## src/rtl/pipe_ctrl_unit_pkg.sv

```systemverilog
// rtl/pipe_ctrl_unit_pkg.sv - shared constants, cause codes and FSM encoding for pipe_ctrl_unit
package pipe_ctrl_unit_pkg;

   localparam logic        RstEnable = 1'b1;
   localparam logic [31:0] ZeroWord  = 32'h0000_0000;
   localparam logic        Stop      = 1'b1;

   typedef enum logic [31:0] {
      EXC_NONE = 32'h0000_0000,
      EXC_INT  = 32'h0000_0001,
      EXC_SYS  = 32'h0000_0008,
      EXC_INV  = 32'h0000_000a,
      EXC_OV   = 32'h0000_000c,
      EXC_TRAP = 32'h0000_000d,
      EXC_ERET = 32'h0000_000e
   } exc_code_e;

   typedef enum logic [0:0] {
      ST_RUN   = 1'b0,
      ST_FLUSH = 1'b1
   } pipe_state_e;

   function automatic logic is_eret(input logic [31:0] cause);
      return cause == EXC_ERET;
   endfunction

endpackage

```

## src/rtl/pipe_ctrl_unit_stall_prefix.sv

```systemverilog
// rtl/pipe_ctrl_unit_stall_prefix.sv - OR-suffix of stall requests into a contiguous stall prefix
module pipe_ctrl_unit_stall_prefix
   import pipe_ctrl_unit_pkg::*;
#(
   parameter int NUM_STAGES = 6
) (
   input  logic [NUM_STAGES-1:0] stallreq_i,
   output logic [NUM_STAGES-1:0] stall_o
);

   // a request at stage k holds every register at or below k, so bit j sees requests from j upwards
   always_comb begin
      logic acc;
      acc     = 1'b0;
      stall_o = '0;
      for (int j = NUM_STAGES - 1; j >= 0; j--) begin
         acc        = acc | stallreq_i[j];
         stall_o[j] = acc ? Stop : 1'b0;
      end
   end

endmodule

```

## src/rtl/pipe_ctrl_unit.sv

```systemverilog
// rtl/pipe_ctrl_unit.sv - pipeline stall/flush/redirect control; stall watchdog under PIPE_CTRL_WATCHDOG_EN
module pipe_ctrl_unit
   import pipe_ctrl_unit_pkg::*;
#(
   parameter int                NUM_STAGES    = 6,
   parameter int                DATA_W        = 32,
   parameter logic [DATA_W-1:0] EXC_VECTOR    = 'h0040_0004,
   parameter int                FLUSH_CYCLES  = 1,
   parameter int                STALL_TIMEOUT = 1024
) (
   input  logic                  clk,
   input  logic                  rst,
   input  logic [31:0]           excepttype_i,
   input  logic [DATA_W-1:0]     cp0_epc_i,
   input  logic [NUM_STAGES-1:0] stallreq_i,
   output logic [NUM_STAGES-1:0] stall_o,
   output logic                  flush_o,
   output logic [DATA_W-1:0]     new_pc_o,
   output logic                  busy_o,
   output logic [31:0]           exc_cause_o,
   output logic                  stall_timeout_o
);

   localparam int CNT_W = (FLUSH_CYCLES > 1) ? $clog2(FLUSH_CYCLES) : 1;

   pipe_state_e         state_q, state_d;
   logic [CNT_W-1:0]    cnt_q, cnt_d;
   logic [DATA_W-1:0]   pc_q, pc_d;
   logic [31:0]         cause_q, cause_d;
   logic [NUM_STAGES-1:0] stall_prefix;
   logic [DATA_W-1:0]   redirect_pc;

   pipe_ctrl_unit_stall_prefix #(
      .NUM_STAGES (NUM_STAGES)
   ) u_stall_prefix (
      .stallreq_i (stallreq_i),
      .stall_o    (stall_prefix)
   );

   assign redirect_pc = is_eret(excepttype_i) ? cp0_epc_i : EXC_VECTOR;
   assign exc_cause_o = cause_q;

   // exception acceptance, flush hold sequencing and output gating
   always_comb begin
      state_d  = state_q;
      cnt_d    = cnt_q;
      pc_d     = pc_q;
      cause_d  = cause_q;
      stall_o  = '0;
      flush_o  = 1'b0;
      new_pc_o = '0;
      busy_o   = 1'b0;
      if (rst != RstEnable) begin
         case (state_q)
            ST_RUN: begin
               if (excepttype_i != ZeroWord) begin
                  flush_o  = 1'b1;
                  new_pc_o = redirect_pc;
                  pc_d     = redirect_pc;
                  cause_d  = excepttype_i;
                  if (FLUSH_CYCLES > 1) begin
                     state_d = ST_FLUSH;
                     cnt_d   = CNT_W'(FLUSH_CYCLES - 1);
                  end
               end else begin
                  stall_o = stall_prefix;
               end
            end
            ST_FLUSH: begin
               flush_o  = 1'b1;
               new_pc_o = pc_q;
               busy_o   = 1'b1;
               cnt_d    = cnt_q - CNT_W'(1);
               if (cnt_q == CNT_W'(1)) begin
                  state_d = ST_RUN;
               end
            end
            default: state_d = ST_RUN;
         endcase
      end
   end

   // state, hold counter, latched redirect PC and captured cause
   always_ff @(posedge clk) begin
      if (rst == RstEnable) begin
         state_q <= ST_RUN;
         cnt_q   <= '0;
         pc_q    <= '0;
         cause_q <= ZeroWord;
      end else begin
         state_q <= state_d;
         cnt_q   <= cnt_d;
         pc_q    <= pc_d;
         cause_q <= cause_d;
      end
   end

`ifdef PIPE_CTRL_WATCHDOG_EN
   localparam int WD_W = $clog2(STALL_TIMEOUT + 1);

   logic [WD_W-1:0] wd_cnt_q, wd_cnt_d;
   logic            timeout_q, timeout_d;

   // count consecutive stalled cycles; the flag latches when the count hits the threshold
   always_comb begin
      wd_cnt_d  = wd_cnt_q;
      timeout_d = timeout_q;
      if (flush_o || (stall_o == '0)) begin
         wd_cnt_d = '0;
      end else if (wd_cnt_q != WD_W'(STALL_TIMEOUT)) begin
         wd_cnt_d = wd_cnt_q + WD_W'(1);
      end
      if (wd_cnt_d == WD_W'(STALL_TIMEOUT)) begin
         timeout_d = 1'b1;
      end
   end

   // watchdog registers
   always_ff @(posedge clk) begin
      if (rst == RstEnable) begin
         wd_cnt_q  <= '0;
         timeout_q <= 1'b0;
      end else begin
         wd_cnt_q  <= wd_cnt_d;
         timeout_q <= timeout_d;
      end
   end

   assign stall_timeout_o = timeout_q;
`else
   assign stall_timeout_o = 1'b0;
`endif

endmodule

```

## config.mk

```make
export PLATFORM = sky130hd
export DESIGN_NAME = pipe_ctrl_unit
export DESIGN_NICKNAME = d
export VERILOG_FILES = /design/src/rtl/pipe_ctrl_unit_pkg.sv /design/src/rtl/pipe_ctrl_unit_stall_prefix.sv /design/src/rtl/pipe_ctrl_unit.sv
export SDC_FILE = /design/constraint.sdc
export NUM_CORES = 1
export LEC_CHECK = 0
export ABC_AREA = 1
export CAP_MARGIN = 15
export CORE_MARGIN = 2
export CORE_UTILIZATION = 45
export CTS_CLUSTER_SIZE = 24
export DETAILED_ROUTE_END_ITERATION = 8
export DONT_BUFFER_PORTS = 1
export HOLD_SLACK_MARGIN = 0.06
export PLACE_DENSITY_LB_ADDON = 0.08
export SYNTH_ARGS = -nofsm -noshare
export SYNTH_HDL_FRONTEND = slang
export SYNTH_HIERARCHICAL = 1
export SYNTH_SLANG_ARGS = --single-unit
```

## constraint.sdc

```tcl
create_clock -name clk -period 1.7 [get_ports clk]
set_clock_uncertainty 0.1 [all_clocks]
set_input_delay 0.425 -clock clk [delete_from_list [all_inputs] [get_ports clk]]
set_output_delay 0.425 -clock clk [all_outputs]
set_load 0.01 [all_outputs]
```

==> impl_metrics.py <==
metrics = {
    "power": {
        "p_leak_nw": 2.63,
        "power_density_nw_per_um2": 616,
        "power_mw": 3.11,
        "ir_drop_v": 0.000422,
    },
    "global_route": {
        "grt_max_degree": 41,
        "grt_use_total": 0.208,
        "overflow": 0,
        "grt_pass1_wl_mm": 14.5,
        "antenna_found_initial": 0,
        "grt_pass1_vias": 3092,
    },
    "sta": {
        "rsz0062_at_grt": "yes",
        "min_period_over_period": 1.21,
        "setup_ws_ps": -350,
        "tns_ps": -12150,
        "hold_ws_ps": 208,
        "maxClockFrequency_mhz": 488,
        "period_needed_ps": 2050,
        "drv_slew": 0,
        "finalHoldViolations": 0,
        "setup_violations": 40,
    },
    "yosys": {
        "ys_types": 22,
        "synth_warnings": 6,
        "synth_top_cells_by_area": "dfxtp_1 36%, nand2_1 15%, nor2_1 11%",
        "synth_area_um2": 3710,
        "synth_fp_nets": 638,
        "yosysTopAreaCellShare": 0.357,
        "synth_seq_cells": 66,
        "avgSynthCellArea_um2": 6.55,
        "syn_inst": 566,
        "ys_seq_area_frac": 0.357,
        "synth_largest_area_cell": "dfxtp_1",
    },
    "worst_setup_path": {
        "crit_path_max_incr_delay_ps": 190,
        "cp_slowest_cell": "clkbuf_16",
        "crit_chain": "nor2_4 > nand2_2 > nor2_2 > nand2_2 > inv_4 > nand2_8 > clkbuf_16 > nor2_4 > nand3_2 > nand2_2",
        "crit_family": "simple AND/OR/NAND/NOR gates",
        "critPathBufInv": 2,
        "start_kind": "input port",
        "critPathArrivalTime_ps": 1530,
        "required_ps": 1170,
        "crit_top_cell": "nand2_2",
        "path_class": "input port to primary output",
        "cp_max_fo": 7,
        "endpoint_kind": "primary output",
    },
    "drt": {
        "wire_per_inst_um": 14.7,
        "antenna_left": 0,
        "vias": 3541,
        "drt_iter0_markers": 105,
        "wl_mm": 10.5,
        "drtPass1Iterations": 4,
        "drc": 0,
        "via_per_inst": 4.95,
    },
    "clocking": {
        "clock_latency_ps": 330,
        "cts_root_buf": "clkbuf_8",
        "cts_tree": "built",
        "clock_path_buffers": 2,
        "clkTransAtPathRegs_ps": 70,
        "clkSinkCount": 66,
        "cts_buffers": 9,
        "htree_levels": 3,
    },
    "worst_hold_path": {
        "hold_class": "input port to register",
    },
    "run_status": {
        "violations": "negative setup slack",
        "run_status": "finished, violations left",
    },
    "floorplanning": {
        "core_um2": 8090,
        "die_height_um": 94.8,
        "rows": 33,
        "die_w_um": 94.8,
        "start_util": 0.458,
        "pin_count": 145,
        "die_area_um2": 8980,
    },
    "placement": {
        "dp_hpwl_mm": 6.10,
        "numPortBuffers": 0,
        "gp_congestion": 0.721,
        "place_inst": 673,
    },
    "cells_and_area": {
        "final_nets": 678,
        "drive_above_1_share": 0.380,
        "syn_to_final_growth_pct": 36.3,
        "finalNonFillerCells": 716,
        "num-fill-cells": 755,
        "antenna_cells": 0,
        "final_util": 0.624,
    },
    "run": {
        "cap_violations": 0,
    },
}
[cell usage in the layout, fill, tap and decap left out, drive strengths merged]
master,synthesis,routed
inv,83,82
conb,1,1
o21ai,1,1
clkinv,0,3
clkbuf,8,19
nand4,1,1
dfxtp,66,66
nand2,151,151
buf,25,56
nor2,132,133
nand3,98,98
[metrics by stage]
stage          instance area (um2)  setup slack, ps
6_report                      5050             -350
4_1_cts                       4450             -318
2_1_floorplan                 3920             -146
3_3_place_gp                  4100             -485
5_1_grt                       5050             -416
3_5_place_dp                  4100             -515
[final timing paths]
kind	slack, ps	cells after the start	from	endpoint
worst min register to register	320	1	cnt_q	state_q
worst max-delay path	-350	10	excepttype_i[24]	new_pc_o[7]
worst max register to register	220	7	state_q	exc_cause_o[22]
worst min-delay path	210	4	excepttype_i[8]	exc_cause_o[8]
[flip-flops by register name (all words and copies together) (netlist names)]
name,count
cnt_q,1
state_q,1
pc_q,32
exc_cause_o,32
[synth_stat cells, drive strengths merged]
cell	instances
nand2	151
nor2	132
nand3	98
inv	83
dfxtp	66
buf	25
clkbuf	8
conb	1
nand4	1
o21ai	1
[timing repair]
action	in CTS	in global routing
pin swaps	10	39
setup endpoints to repair	40	59
buffers inserted	3	16
endpoints found under the hold margin	0	0
hold buffers	0	0
cloned	1	7
gates resized for setup	32	74
[area by class of cell]
cell class	count	area [um2]	share of cell area
Multi-Input combinational cell	385	2400	0.475
Sequential cell	66	1330	0.262
Timing Repair Buffer	61	691	0.137
Inverter	83	320	0.0634
Clock buffer	14	173	0.0342
Tap cell	105	131	0.0260
Clock inverter	2	10.0	0.00198
[cells by family after synthesis]
family	after synthesis	share of synthesized area
AND/OR/NAND/NOR	382	0.484
flip-flops	66	0.357
buffers and inverters	116	0.157
AO/OA/AOI/OAI	1	0.00135
other	1	0.00101
[tightest hold or removal path: stages]
cell     delay, ps
inv_1           30
nand3_1         70
nand2_1         50
nor2_1          30
[power breakdown]
group	switching [mW]	internal (mW)	leakage, nW
Combinational	0.139	0.0849	1.99
Clock	0.597	0.647	0.0965
Sequential	0.0557	1.59	0.542
Total	0.792	2.32	2.63
[per-layer routing]
metal,global-route usage,part of all wire,up-vias
li1,-,-,1784
met1,0.238,0.42,1641
met2,0.356,0.50,102
met3,0.0702,0.064,14
met4,0.0809,0.018,0
met5,0,0,-
Power figures use the tool's default switching activity.
